[src/rtl/ahb_pkg.sv]
// Shared AHB-Lite encodings and interconnect state definitions.
package ahb_pkg;

  typedef enum logic [1:0] {
    HTRANS_IDLE   = 2'b00,
    HTRANS_BUSY   = 2'b01,
    HTRANS_NONSEQ = 2'b10,
    HTRANS_SEQ    = 2'b11
  } htrans_t;

  localparam logic HRESP_OKAY  = 1'b0;
  localparam logic HRESP_ERROR = 1'b1;

  typedef enum logic [1:0] {
    ST_IDLE = 2'd0,
    ST_PORT = 2'd1,
    ST_ERR1 = 2'd2,
    ST_ERR2 = 2'd3
  } ic_state_t;

  // Data-phase select: values 0..7 name a slave port, the two top codes are special.
  localparam int             DP_W       = 4;
  localparam logic [DP_W-1:0] DP_DEF_ERR = 4'hE;
  localparam logic [DP_W-1:0] DP_NONE    = 4'hF;

endpackage

[src/rtl/ahb_interconnect_n_if.sv]
// Bus bundle between the CPU master, the interconnect and NUM_PORTS peripheral slaves.
// Handshake: an address phase is taken when htrans is NONSEQ/SEQ and s_hready=1; a data phase ends on the first cycle with hready=1.
interface ahb_interconnect_n_if #(
  parameter int NUM_PORTS = 3
);
  logic [31:0] s_haddr;
  logic        s_hwrite;
  logic [2:0]  s_hsize;
  logic [2:0]  s_hburst;
  logic [3:0]  s_hprot;
  logic [1:0]  s_htrans;
  logic        s_hmastlock;
  logic [31:0] s_hwdata;
  logic        s_hready;
  logic        s_hresp;
  logic [31:0] s_hrdata;

  logic [31:0]                 m_haddr;
  logic                        m_hwrite;
  logic [2:0]                  m_hsize;
  logic [2:0]                  m_hburst;
  logic [3:0]                  m_hprot;
  logic                        m_hmastlock;
  logic [31:0]                 m_hwdata;
  logic [NUM_PORTS-1:0][1:0]   m_htrans;
  logic [NUM_PORTS-1:0]        m_hsel;
  logic                        m_hready_fb;
  logic [NUM_PORTS-1:0]        m_hready;
  logic [NUM_PORTS-1:0]        m_hresp;
  logic [NUM_PORTS-1:0][31:0]  m_hrdata;

  modport master (
    output s_haddr, s_hwrite, s_hsize, s_hburst, s_hprot, s_htrans, s_hmastlock, s_hwdata,
    input  s_hready, s_hresp, s_hrdata
  );

  modport slave (
    input  m_haddr, m_hwrite, m_hsize, m_hburst, m_hprot, m_hmastlock, m_hwdata,
    input  m_htrans, m_hsel, m_hready_fb,
    output m_hready, m_hresp, m_hrdata
  );

  modport ic (
    input  s_haddr, s_hwrite, s_hsize, s_hburst, s_hprot, s_htrans, s_hmastlock, s_hwdata,
    output s_hready, s_hresp, s_hrdata,
    output m_haddr, m_hwrite, m_hsize, m_hburst, m_hprot, m_hmastlock, m_hwdata,
    output m_htrans, m_hsel, m_hready_fb,
    input  m_hready, m_hresp, m_hrdata
  );
endinterface

[src/rtl/ahb_default_slave.sv]
// Two-cycle ERROR response generator for unmapped or aborted transfers.
module ahb_default_slave
  import ahb_pkg::*;
(
  input  ic_state_t state,
  output logic      err_ready,
  output logic      err_resp,
  output logic      err_count
);

  // ERR1 stretches the transfer so the master sees hresp=1 before hready=1.
  always_comb begin
    err_ready = (state == ST_ERR2);
    err_resp  = HRESP_ERROR;
    err_count = (state == ST_ERR1);
  end

endmodule

[src/rtl/ahb_interconnect_n.sv]
// Single-master AHB-Lite interconnect to NUM_PORTS slaves with default slave and error counter.
// Optional stalled-slave timeout and hung-port masking when AHB_TIMEOUT_EN is defined.
module ahb_interconnect_n
  import ahb_pkg::*;
#(
  parameter int NUM_PORTS      = 3,
  parameter int SEL_LSB        = 12,
  parameter int SEL_W          = 3,
  parameter int TIMEOUT_CYCLES = 256,
  parameter int ERRCNT_W       = 16
) (
  input  logic                clk,
  input  logic                resetn,
  ahb_interconnect_n_if.ic    bus,
  output logic [ERRCNT_W-1:0] err_cnt,
  output ic_state_t           dbg_state
);

  localparam int               NSEL = 1 << SEL_W;
  localparam logic [SEL_W:0]   NP   = (SEL_W+1)'(NUM_PORTS);

  if (NUM_PORTS < 1 || NUM_PORTS > 8 || NUM_PORTS > NSEL || TIMEOUT_CYCLES < 1) begin : g_bad_param
    $error("ahb_interconnect_n: illegal parameter combination");
  end

  ic_state_t            state, state_nxt;
  logic [DP_W-1:0]      dp_sel, dp_nxt;
  logic [SEL_W-1:0]     idx;
  logic [NUM_PORTS-1:0] hung;
  logic [NSEL-1:0]      hung_ext;
  logic                 mapped, active, hready, timeout;
  logic                 sel_ready, sel_resp;
  logic [31:0]          sel_rdata;
  logic                 err_ready, err_resp, err_count, err_inc;

  assign idx    = bus.s_haddr[SEL_LSB+SEL_W-1:SEL_LSB];
  assign active = bus.s_htrans[1];

  always_comb begin
    hung_ext = '0;
    for (int k = 0; k < NUM_PORTS; k++) hung_ext[k] = hung[k];
  end

  assign mapped = ({1'b0, idx} < NP) && !hung_ext[idx];

  assign bus.m_haddr     = bus.s_haddr;
  assign bus.m_hwrite    = bus.s_hwrite;
  assign bus.m_hsize     = bus.s_hsize;
  assign bus.m_hburst    = bus.s_hburst;
  assign bus.m_hprot     = bus.s_hprot;
  assign bus.m_hmastlock = bus.s_hmastlock;
  assign bus.m_hwdata    = bus.s_hwdata;

  always_comb begin
    bus.m_hsel   = '0;
    bus.m_htrans = '0;
    for (int k = 0; k < NUM_PORTS; k++) begin
      bus.m_hsel[k]   = mapped && (idx == SEL_W'(k));
      bus.m_htrans[k] = bus.m_hsel[k] ? bus.s_htrans : HTRANS_IDLE;
    end
  end

  // NONE and DEF_ERR fall through to an idle OKAY here.
  always_comb begin
    sel_ready = 1'b1;
    sel_resp  = HRESP_OKAY;
    sel_rdata = '0;
    for (int k = 0; k < NUM_PORTS; k++) begin
      if (dp_sel == DP_W'(k)) begin
        sel_ready = bus.m_hready[k];
        sel_resp  = bus.m_hresp[k];
        sel_rdata = bus.m_hrdata[k];
      end
    end
  end

  ahb_default_slave u_default_slave (
    .state     (state),
    .err_ready (err_ready),
    .err_resp  (err_resp),
    .err_count (err_count)
  );

  always_comb begin
    if (state == ST_ERR1 || state == ST_ERR2) begin
      hready       = err_ready;
      bus.s_hresp  = err_resp;
      bus.s_hrdata = '0;
    end else begin
      hready       = sel_ready;
      bus.s_hresp  = sel_resp;
      bus.s_hrdata = sel_rdata;
    end
  end

  assign bus.s_hready    = hready;
  assign bus.m_hready_fb = hready;
  assign dbg_state       = state;

`ifdef AHB_TIMEOUT_EN
  localparam int CNT_W = $clog2(TIMEOUT_CYCLES + 1);
  logic [CNT_W-1:0] stall_cnt;
  logic             stall;

  assign stall   = (state == ST_PORT) && !sel_ready;
  assign timeout = stall && (stall_cnt == CNT_W'(TIMEOUT_CYCLES - 1));

  always_ff @(posedge clk or negedge resetn) begin
    if (!resetn)                stall_cnt <= '0;
    else if (hready || timeout) stall_cnt <= '0;
    else if (stall)             stall_cnt <= stall_cnt + 1'b1;
  end

  // A hung port recovers only once it shows ready while nothing is waiting on it.
  always_ff @(posedge clk or negedge resetn) begin
    if (!resetn) begin
      hung <= '0;
    end else begin
      for (int k = 0; k < NUM_PORTS; k++) begin
        if (timeout && dp_sel == DP_W'(k))
          hung[k] <= 1'b1;
        else if (bus.m_hready[k] && !(state == ST_PORT && dp_sel == DP_W'(k)))
          hung[k] <= 1'b0;
      end
    end
  end
`else
  assign timeout = 1'b0;
  assign hung    = '0;
`endif

  always_comb begin
    state_nxt = state;
    dp_nxt    = dp_sel;
    if (hready) begin
      if (active && mapped) begin
        state_nxt = ST_PORT;
        dp_nxt    = DP_W'(idx);
      end else if (active) begin
        state_nxt = ST_ERR1;
        dp_nxt    = DP_DEF_ERR;
      end else begin
        state_nxt = ST_IDLE;
        dp_nxt    = DP_NONE;
      end
    end else if (state == ST_ERR1) begin
      state_nxt = ST_ERR2;
    end else if (timeout) begin
      state_nxt = ST_ERR1;
    end
  end

  always_ff @(posedge clk or negedge resetn) begin
    if (!resetn) begin
      state  <= ST_IDLE;
      dp_sel <= DP_NONE;
    end else begin
      state  <= state_nxt;
      dp_sel <= dp_nxt;
    end
  end

  // A slave ERROR is counted once, on its final (hready=1) cycle.
  assign err_inc = err_count || (state == ST_PORT && sel_ready && sel_resp);

  always_ff @(posedge clk or negedge resetn) begin
    if (!resetn)                       err_cnt <= '0;
    else if (err_inc && err_cnt != '1) err_cnt <= err_cnt + 1'b1;
  end

endmodule

[src/flat_wrapper.sv]
// flat-port wrapper written by rule: the top's interface ports become plain ports
module ahb_interconnect_n_flat import ahb_pkg::*;
#(
  parameter int NUM_PORTS      = 3,
  parameter int SEL_LSB        = 12,
  parameter int SEL_W          = 3,
  parameter int TIMEOUT_CYCLES = 256,
  parameter int ERRCNT_W       = 16
)
  (clk, resetn, err_cnt, dbg_state, bus_s_haddr, bus_s_hwrite, bus_s_hsize, bus_s_hburst, bus_s_hprot, bus_s_htrans, bus_s_hmastlock, bus_s_hwdata, bus_s_hready, bus_s_hresp, bus_s_hrdata, bus_m_haddr, bus_m_hwrite, bus_m_hsize, bus_m_hburst, bus_m_hprot, bus_m_hmastlock, bus_m_hwdata, bus_m_htrans, bus_m_hsel, bus_m_hready_fb, bus_m_hready, bus_m_hresp, bus_m_hrdata);
  ahb_interconnect_n_if #(.NUM_PORTS(NUM_PORTS)) bus_i ();
  input  logic clk;
  input  logic resetn;
  output logic [ERRCNT_W-1:0] err_cnt;
  output ic_state_t dbg_state;
  input wire logic [$bits(bus_i.s_haddr)-1:0] bus_s_haddr;
  input wire logic [$bits(bus_i.s_hwrite)-1:0] bus_s_hwrite;
  input wire logic [$bits(bus_i.s_hsize)-1:0] bus_s_hsize;
  input wire logic [$bits(bus_i.s_hburst)-1:0] bus_s_hburst;
  input wire logic [$bits(bus_i.s_hprot)-1:0] bus_s_hprot;
  input wire logic [$bits(bus_i.s_htrans)-1:0] bus_s_htrans;
  input wire logic [$bits(bus_i.s_hmastlock)-1:0] bus_s_hmastlock;
  input wire logic [$bits(bus_i.s_hwdata)-1:0] bus_s_hwdata;
  output wire logic [$bits(bus_i.s_hready)-1:0] bus_s_hready;
  output wire logic [$bits(bus_i.s_hresp)-1:0] bus_s_hresp;
  output wire logic [$bits(bus_i.s_hrdata)-1:0] bus_s_hrdata;
  output wire logic [$bits(bus_i.m_haddr)-1:0] bus_m_haddr;
  output wire logic [$bits(bus_i.m_hwrite)-1:0] bus_m_hwrite;
  output wire logic [$bits(bus_i.m_hsize)-1:0] bus_m_hsize;
  output wire logic [$bits(bus_i.m_hburst)-1:0] bus_m_hburst;
  output wire logic [$bits(bus_i.m_hprot)-1:0] bus_m_hprot;
  output wire logic [$bits(bus_i.m_hmastlock)-1:0] bus_m_hmastlock;
  output wire logic [$bits(bus_i.m_hwdata)-1:0] bus_m_hwdata;
  output wire logic [$bits(bus_i.m_htrans)-1:0] bus_m_htrans;
  output wire logic [$bits(bus_i.m_hsel)-1:0] bus_m_hsel;
  output wire logic [$bits(bus_i.m_hready_fb)-1:0] bus_m_hready_fb;
  input wire logic [$bits(bus_i.m_hready)-1:0] bus_m_hready;
  input wire logic [$bits(bus_i.m_hresp)-1:0] bus_m_hresp;
  input wire logic [$bits(bus_i.m_hrdata)-1:0] bus_m_hrdata;
  assign bus_i.s_haddr = bus_s_haddr;
  assign bus_i.s_hwrite = bus_s_hwrite;
  assign bus_i.s_hsize = bus_s_hsize;
  assign bus_i.s_hburst = bus_s_hburst;
  assign bus_i.s_hprot = bus_s_hprot;
  assign bus_i.s_htrans = bus_s_htrans;
  assign bus_i.s_hmastlock = bus_s_hmastlock;
  assign bus_i.s_hwdata = bus_s_hwdata;
  assign bus_s_hready = bus_i.s_hready;
  assign bus_s_hresp = bus_i.s_hresp;
  assign bus_s_hrdata = bus_i.s_hrdata;
  assign bus_m_haddr = bus_i.m_haddr;
  assign bus_m_hwrite = bus_i.m_hwrite;
  assign bus_m_hsize = bus_i.m_hsize;
  assign bus_m_hburst = bus_i.m_hburst;
  assign bus_m_hprot = bus_i.m_hprot;
  assign bus_m_hmastlock = bus_i.m_hmastlock;
  assign bus_m_hwdata = bus_i.m_hwdata;
  assign bus_m_htrans = bus_i.m_htrans;
  assign bus_m_hsel = bus_i.m_hsel;
  assign bus_m_hready_fb = bus_i.m_hready_fb;
  assign bus_i.m_hready = bus_m_hready;
  assign bus_i.m_hresp = bus_m_hresp;
  assign bus_i.m_hrdata = bus_m_hrdata;
  ahb_interconnect_n #(.NUM_PORTS(NUM_PORTS), .SEL_LSB(SEL_LSB), .SEL_W(SEL_W), .TIMEOUT_CYCLES(TIMEOUT_CYCLES), .ERRCNT_W(ERRCNT_W)) u_core (.clk(clk), .resetn(resetn), .bus(bus_i), .err_cnt(err_cnt), .dbg_state(dbg_state));
endmodule
[config.mk]
export PLATFORM = sky130hd
export DESIGN_NAME = ahb_interconnect_n_flat
export DESIGN_NICKNAME = d
export VERILOG_FILES = /design/src/rtl/ahb_pkg.sv /design/src/rtl/ahb_interconnect_n_if.sv /design/src/rtl/ahb_default_slave.sv /design/src/rtl/ahb_interconnect_n.sv /design/src/flat_wrapper.sv
export SDC_FILE = /design/constraint.sdc
export NUM_CORES = 1
export LEC_CHECK = 0
export CORE_AREA = 2 2 125 127
export DETAILED_ROUTE_END_ITERATION = 10
export DIE_AREA = 0 0 127 129
export GPL_ROUTABILITY_DRIVEN = 0
export PLACE_DENSITY = 0.58
export SYNTH_ARGS = -nofsm -noshare
export SYNTH_HDL_FRONTEND = slang
export SYNTH_SLANG_ARGS = --single-unit
[constraint.sdc]
create_clock -name clk -period 2.3 [get_ports clk]
set_input_delay 0.345 -clock clk [delete_from_list [all_inputs] [get_ports clk]]
set_output_delay 0.345 -clock clk [all_outputs]
set_load 0.03 [all_outputs]
==> After elaboration in Yosys (flattened, before gate mapping) <==
Memory sizes are Yosys's and may differ from the RTL's.
Index checks and enable logic that the tools add are counted.
W data, S select, Z words.
{ "totals": {"ramBits": 0, "regBits": 22, "latchBits": 0, "wordCells": 51, "romBits": 8, "mem_count": 1} }
{ "mem_list": {"columns": ["name", "depth", "width", "rd", "rd_ports_with_merged_regs", "wr", "line_no", "rtl"], "rows": [
  ["(no name shown)", 8, 1, 1, 0, 0, "ahb_interconnect_n.sv:44", "assign mapped = ({1'b0, idx} < NP) && !hung_ext[idx];"]
]} }
{ "classes": {"n_mux": 22, "n_eq_ne": 8, "bitwise_logic": 0, "n_div": 0, "reduce_logical": 14, "n_shift": 0, "n_mul": 0, "magnitude_cmp": 2, "addsub": 1} }
{ "ops": {"columns": ["cell", "n"], "rows": [
  ["$mux W32", 4],
  ["$add A16 B1 Y16 const B", 1],
  ["$ne A16 B16 Y1 const B", 1],
  ["$mux W2", 7],
  ["$mux W1", 10],
  ["$logic_and A1 B1 Y1", 8],
  ["$eq A2 B2 Y1 const B", 2],
  ["$eq A4 B1 Y1 const B", 1],
  ["$eq A4 B2 Y1 const B", 1],
  ["$logic_not A4 Y1", 1],
  ["$lt A3 B4 Y1 const B", 1],
  ["$mux W4", 1],
  ["$eq A3 B1 Y1 const B", 1],
  ["$eq A3 B2 Y1 const B", 1],
  ["$logic_not A3 Y1", 1],
  ["$lt A3 B2 Y1 const B", 1],
  ["$eq A2 B1 Y1 const B", 1],
  ["$logic_or A1 B1 Y1", 2],
  ["$reduce_bool A2 Y1", 1],
  ["$logic_not A1 Y1", 1]
]} }

==> Logic depth before layout (Yosys ltp) <==
{ "logic_depth": {"ltp_word": 8, "depth_mapped": 7, "mapped_depth_nobuf": 6} }

==> By module <==
Synthesis repeated with hierarchy kept, for this count alone.
{ "hier_totals": {"cells_unflattened": 277, "hier_area_um2": 2366.0} }
{ "modules_own_cells": {"columns": ["module", "n_inst", "cells_per_inst", "area_each_um2"], "rows": [
  ["ahb_interconnect_n", 1, 273, 2338.5],
  ["ahb_default_slave", 1, 4, 27.5]
]} }

==> Worst setup path before layout <==
OpenSTA, ideal clock, no wires.
{ "synth_path": {"kind": "flip-flop to output port", "from": "register u_core.dp_sel[1]", "to": "output port bus_s_hready", "path_slack_ns": 0.238, "arrival_time_ns": 1.717, "n_path_buf": 2, "path_stages_with_launch": 8, "cell_sequence": "dfstp_2 > buf_6 > mux2i_4 > o2bb2ai_4 > nor2_1 > a21oi_4 > inv_1 > buf_4"} }
{ "synth_between": {"elab_chain_len": 5} }
{ "synth_rtl": {"columns": ["element", "line_no", "rtl"], "rows": [
  ["start, declared", "ahb_interconnect_n.sv:27", "logic [DP_W-1:0] dp_sel, dp_nxt;"],
  ["start signal, assigned", "ahb_interconnect_n.sv:159", "dp_sel <= dp_nxt;"],
  ["$logic_not A4 Y1", "ahb_interconnect_n.sv:69", "if (dp_sel == DP_W'(k)) begin"],
  ["$mux W1 (2 in series)", "ahb_interconnect_n.sv:69", null],
  ["$mux W1 *", "ahb_interconnect_n.sv:69", null],
  ["$mux W1 *", "ahb_interconnect_n.sv:85", "if (state == ST_ERR1 || state == ST_ERR2) begin"],
  ["end, declared", "flat_wrapper.sv:24", "output wire logic [$bits(bus_i.s_hready)-1:0] bus_s_hready;"]
]} }
Mark *: on every way between the ends. The rest lies on a longest branch, timed or not.

==> Worst setup path in the final report <==
Ends and elaborated chain as after synthesis.

==> impl_metrics.toml <==
[power_and_ir_drop]
intPower_uw = 1470
netSwitchingPower_uw = 905
p_leak_uw = 0.00180
power_density_nw_per_um2 = 517
vdd_drop_max_uv = 566
comb_power_share_pct = 54.2
pwr-share-seq_pct = 24.9
pwr-share-clk_pct = 20.8
swShare_pct = 38.2

[flow_run]
cap_violations = 0

[setup_path]
arrival_ns = 1.88
r2r_cells = 7
r2r_slack_ns = 0.20
start_kind = "flop"
cp_max_fo = 5
required_ns = 1.96
worstSetupPathType = "reg2out"
end_kind = "output pin"

[synth]
ys.warnings.count = 0
ys_seq_area_share_pct = 20.5
ys_seq_elements = 22
syn_area_per_cell_um2 = 8.62
synthCells = 315
syn-num-nets = 498
ys_types = 47
synth_area_um2 = 2720

[layout]
final_common_cell = "clkdlybuf4s50_1"
diodes = 0
fin_nets = 603
mostFrequentLayoutCells = "clkdlybuf4s50_1, nand2b_1, buf_4"
final_util_pct = 30.6
drive_above_1_share_pct = 28.6
syn_to_final_growth_pct = 69.0

[sta]
layout_setup_ws_ns = 0.0709
finClkSkew_ns = 0.00681
worst_slew_pin_slew_ns = 0.372
rsz0062_at_grt = "false"
finalHoldViolations = 0
max_freq_mhz = 449
finalMaxSlewViolations = 0
fin_crit_ns = 2.23
final-setup-viol-count = 0
relSlewSlack_pct = 75.2
finalCritPeriodShare_pct = 96.9

[clock_network]
h-tree-depth = 1
cts_sinks = 22
cts_tree = "built"
ctsHoldBuffers = 0
clockRootBuffer = "clkbuf_16"
clk_pin_slew_ns = 0.07
cts_made_buffers = 3
clk_path_buf_depth = 2
clk_latency_ns = 0.26

[drt]
drt_iter0_markers = 70
vias = 2716
wirelength_mm = 11.9
drtAntennaViolNets = 0
wl_per_cell_um = 19.6
firstDrtPassIters = 4
viasPerCell = 4.47
drc = 0

[floorplanning]
pin_count = 320
die_x_um = 127
start_util_pct = 18.1
num_rows = 45
core_area_um2 = 15000
dieArea_um2 = 16400
die_h_um = 129

[global_route]
antenna_found_initial = 0
grt_pass1_wl_mm = 17.1
grt_usage_pct = 13.4
grt_pass1_vias = 2812
grt_max_degree = 33
gr-total-overflow = 0

[placement]
port_buffers = 173
place_hpwl_mm = 9.62
dp_worst_setup_slack_ns = -0.387

[worst_hold_path]
hp-class = "in2async"

[status]
outcome = "finished clean"
[per-layer routing]
layer	up-vias	wire, um	GRT usage, %
met5	-	0	0.294
met4	0	95	2.07
met3	7	1690	7.69
met2	191	5510	22.0
met1	1263	4570	15.4
li1	1255	-	-
[timing repair]
action	CTS	global route
gates resized for setup	14	15
pin swaps	0	1
endpoints found under the setup margin	36	38
setup buffers	0	2
[cells by family after synthesis]
kind of cell / count (synthesis) / share of synthesized area, %
buffers and inverters: 102 / 25.3
AND/OR/NAND/NOR: 93 / 22.2
AO/OA/AOI/OAI: 76 / 23.5
flip-flops: 22 / 20.5
XOR/XNOR: 12 / 3.87
multiplexers: 9 / 4.19
adder cells (fa/ha/maj): 1 / 0.461
[stage by stage]
stage	power, uW	instances	hold WS [ns]	area, um2	TNS [ns]
finish	2370	607	0.434	4590	0
global placement	1840	601	0.503	4350	-0.433
floorplan	1460	315	0.0494	2720	0
CTS	2370	605	0.442	4490	0
global route	2510	607	0.460	4590	0
detailed placement	1850	601	0.516	4350	-0.483
[state kept, by name (all words and copies together), names as in the netlist]
register and cells:
u_core.err_cnt 16, u_core.dp_sel 4, u_core.dbg_state 2
[power groups by stage]
stage / Sequential (uW) / Combinational [uW] / Clock [uW]
floorplan: 695 / 763 / 0
global placement: 595 / 1240 / 0
detailed placement: 596 / 1250 / 0
CTS: 593 / 1270 / 510
global route: 612 / 1380 / 525
finish: 591 / 1290 / 494
[cell type report]
type,count,area [um2]
inverter,5,18.8
clock inverter,1,30.0
multi-input combinational,191,1560
fill,1530,10400
sequential,22,556
timing repair buffer,197,2110
clock buffer,3,75.1
tap,188,235
[Yosys cell counts (all sizes together)]
cell type | instances | share of area [%]
or3b | 1 | 0.41
and2 | 5 | 1.2
and3 | 6 | 1.4
inv | 5 | 0.69
dfrtp | 18 | 17
and4 | 1 | 0.32
o2bb2ai | 1 | 1.0
nand3 | 9 | 2.0
nand4b | 1 | 0.32
xnor2 | 12 | 3.9
buf | 80 | 22
mux2i | 3 | 1.6
nand4 | 4 | 0.92
mux2 | 6 | 2.6
clkbuf | 17 | 2.3
a211oi | 1 | 0.28
dfstp | 4 | 3.9
a21oi | 36 | 7.0
ha | 1 | 0.46
nor3 | 3 | 1.2
o221a | 32 | 13
or2 | 2 | 0.46
or3 | 2 | 0.64
nand3b | 2 | 0.55
nand2 | 9 | 1.4
a31oi | 2 | 0.46
nor2 | 8 | 1.1
o21ai | 2 | 0.37
a41o | 1 | 0.78
nand2b | 35 | 8.1
nor3b | 2 | 0.97
nor4 | 1 | 0.78
a41oi | 1 | 0.32
nor2b | 2 | 0.46
[final timing paths]
| kind | startpoint | end |
|---|---|---|
| max in group asynchronous | resetn | u_core.dp_sel[3] |
| max | u_core.dp_sel[1] | bus_s_hready |
| min | resetn | u_core.err_cnt[7] |
| min in group clk | u_core.err_cnt[9] | u_core.err_cnt[9] |
| max reg2reg | u_core.dp_sel[1] | u_core.err_cnt[15] |
| min reg2reg | u_core.err_cnt[9] | u_core.err_cnt[9] |
[worst max-delay path, cell delays in order (launching register included)]
cell and delay (ns):
dfstp_2 0.61, mux2i_4 0.31, o2bb2ai_4 0.15, nor2_2 0.06
a21oi_4 0.16, inv_2 0.06, buf_4 0.13, buf_4 0.16
Power figures use the tool's default switching activity.
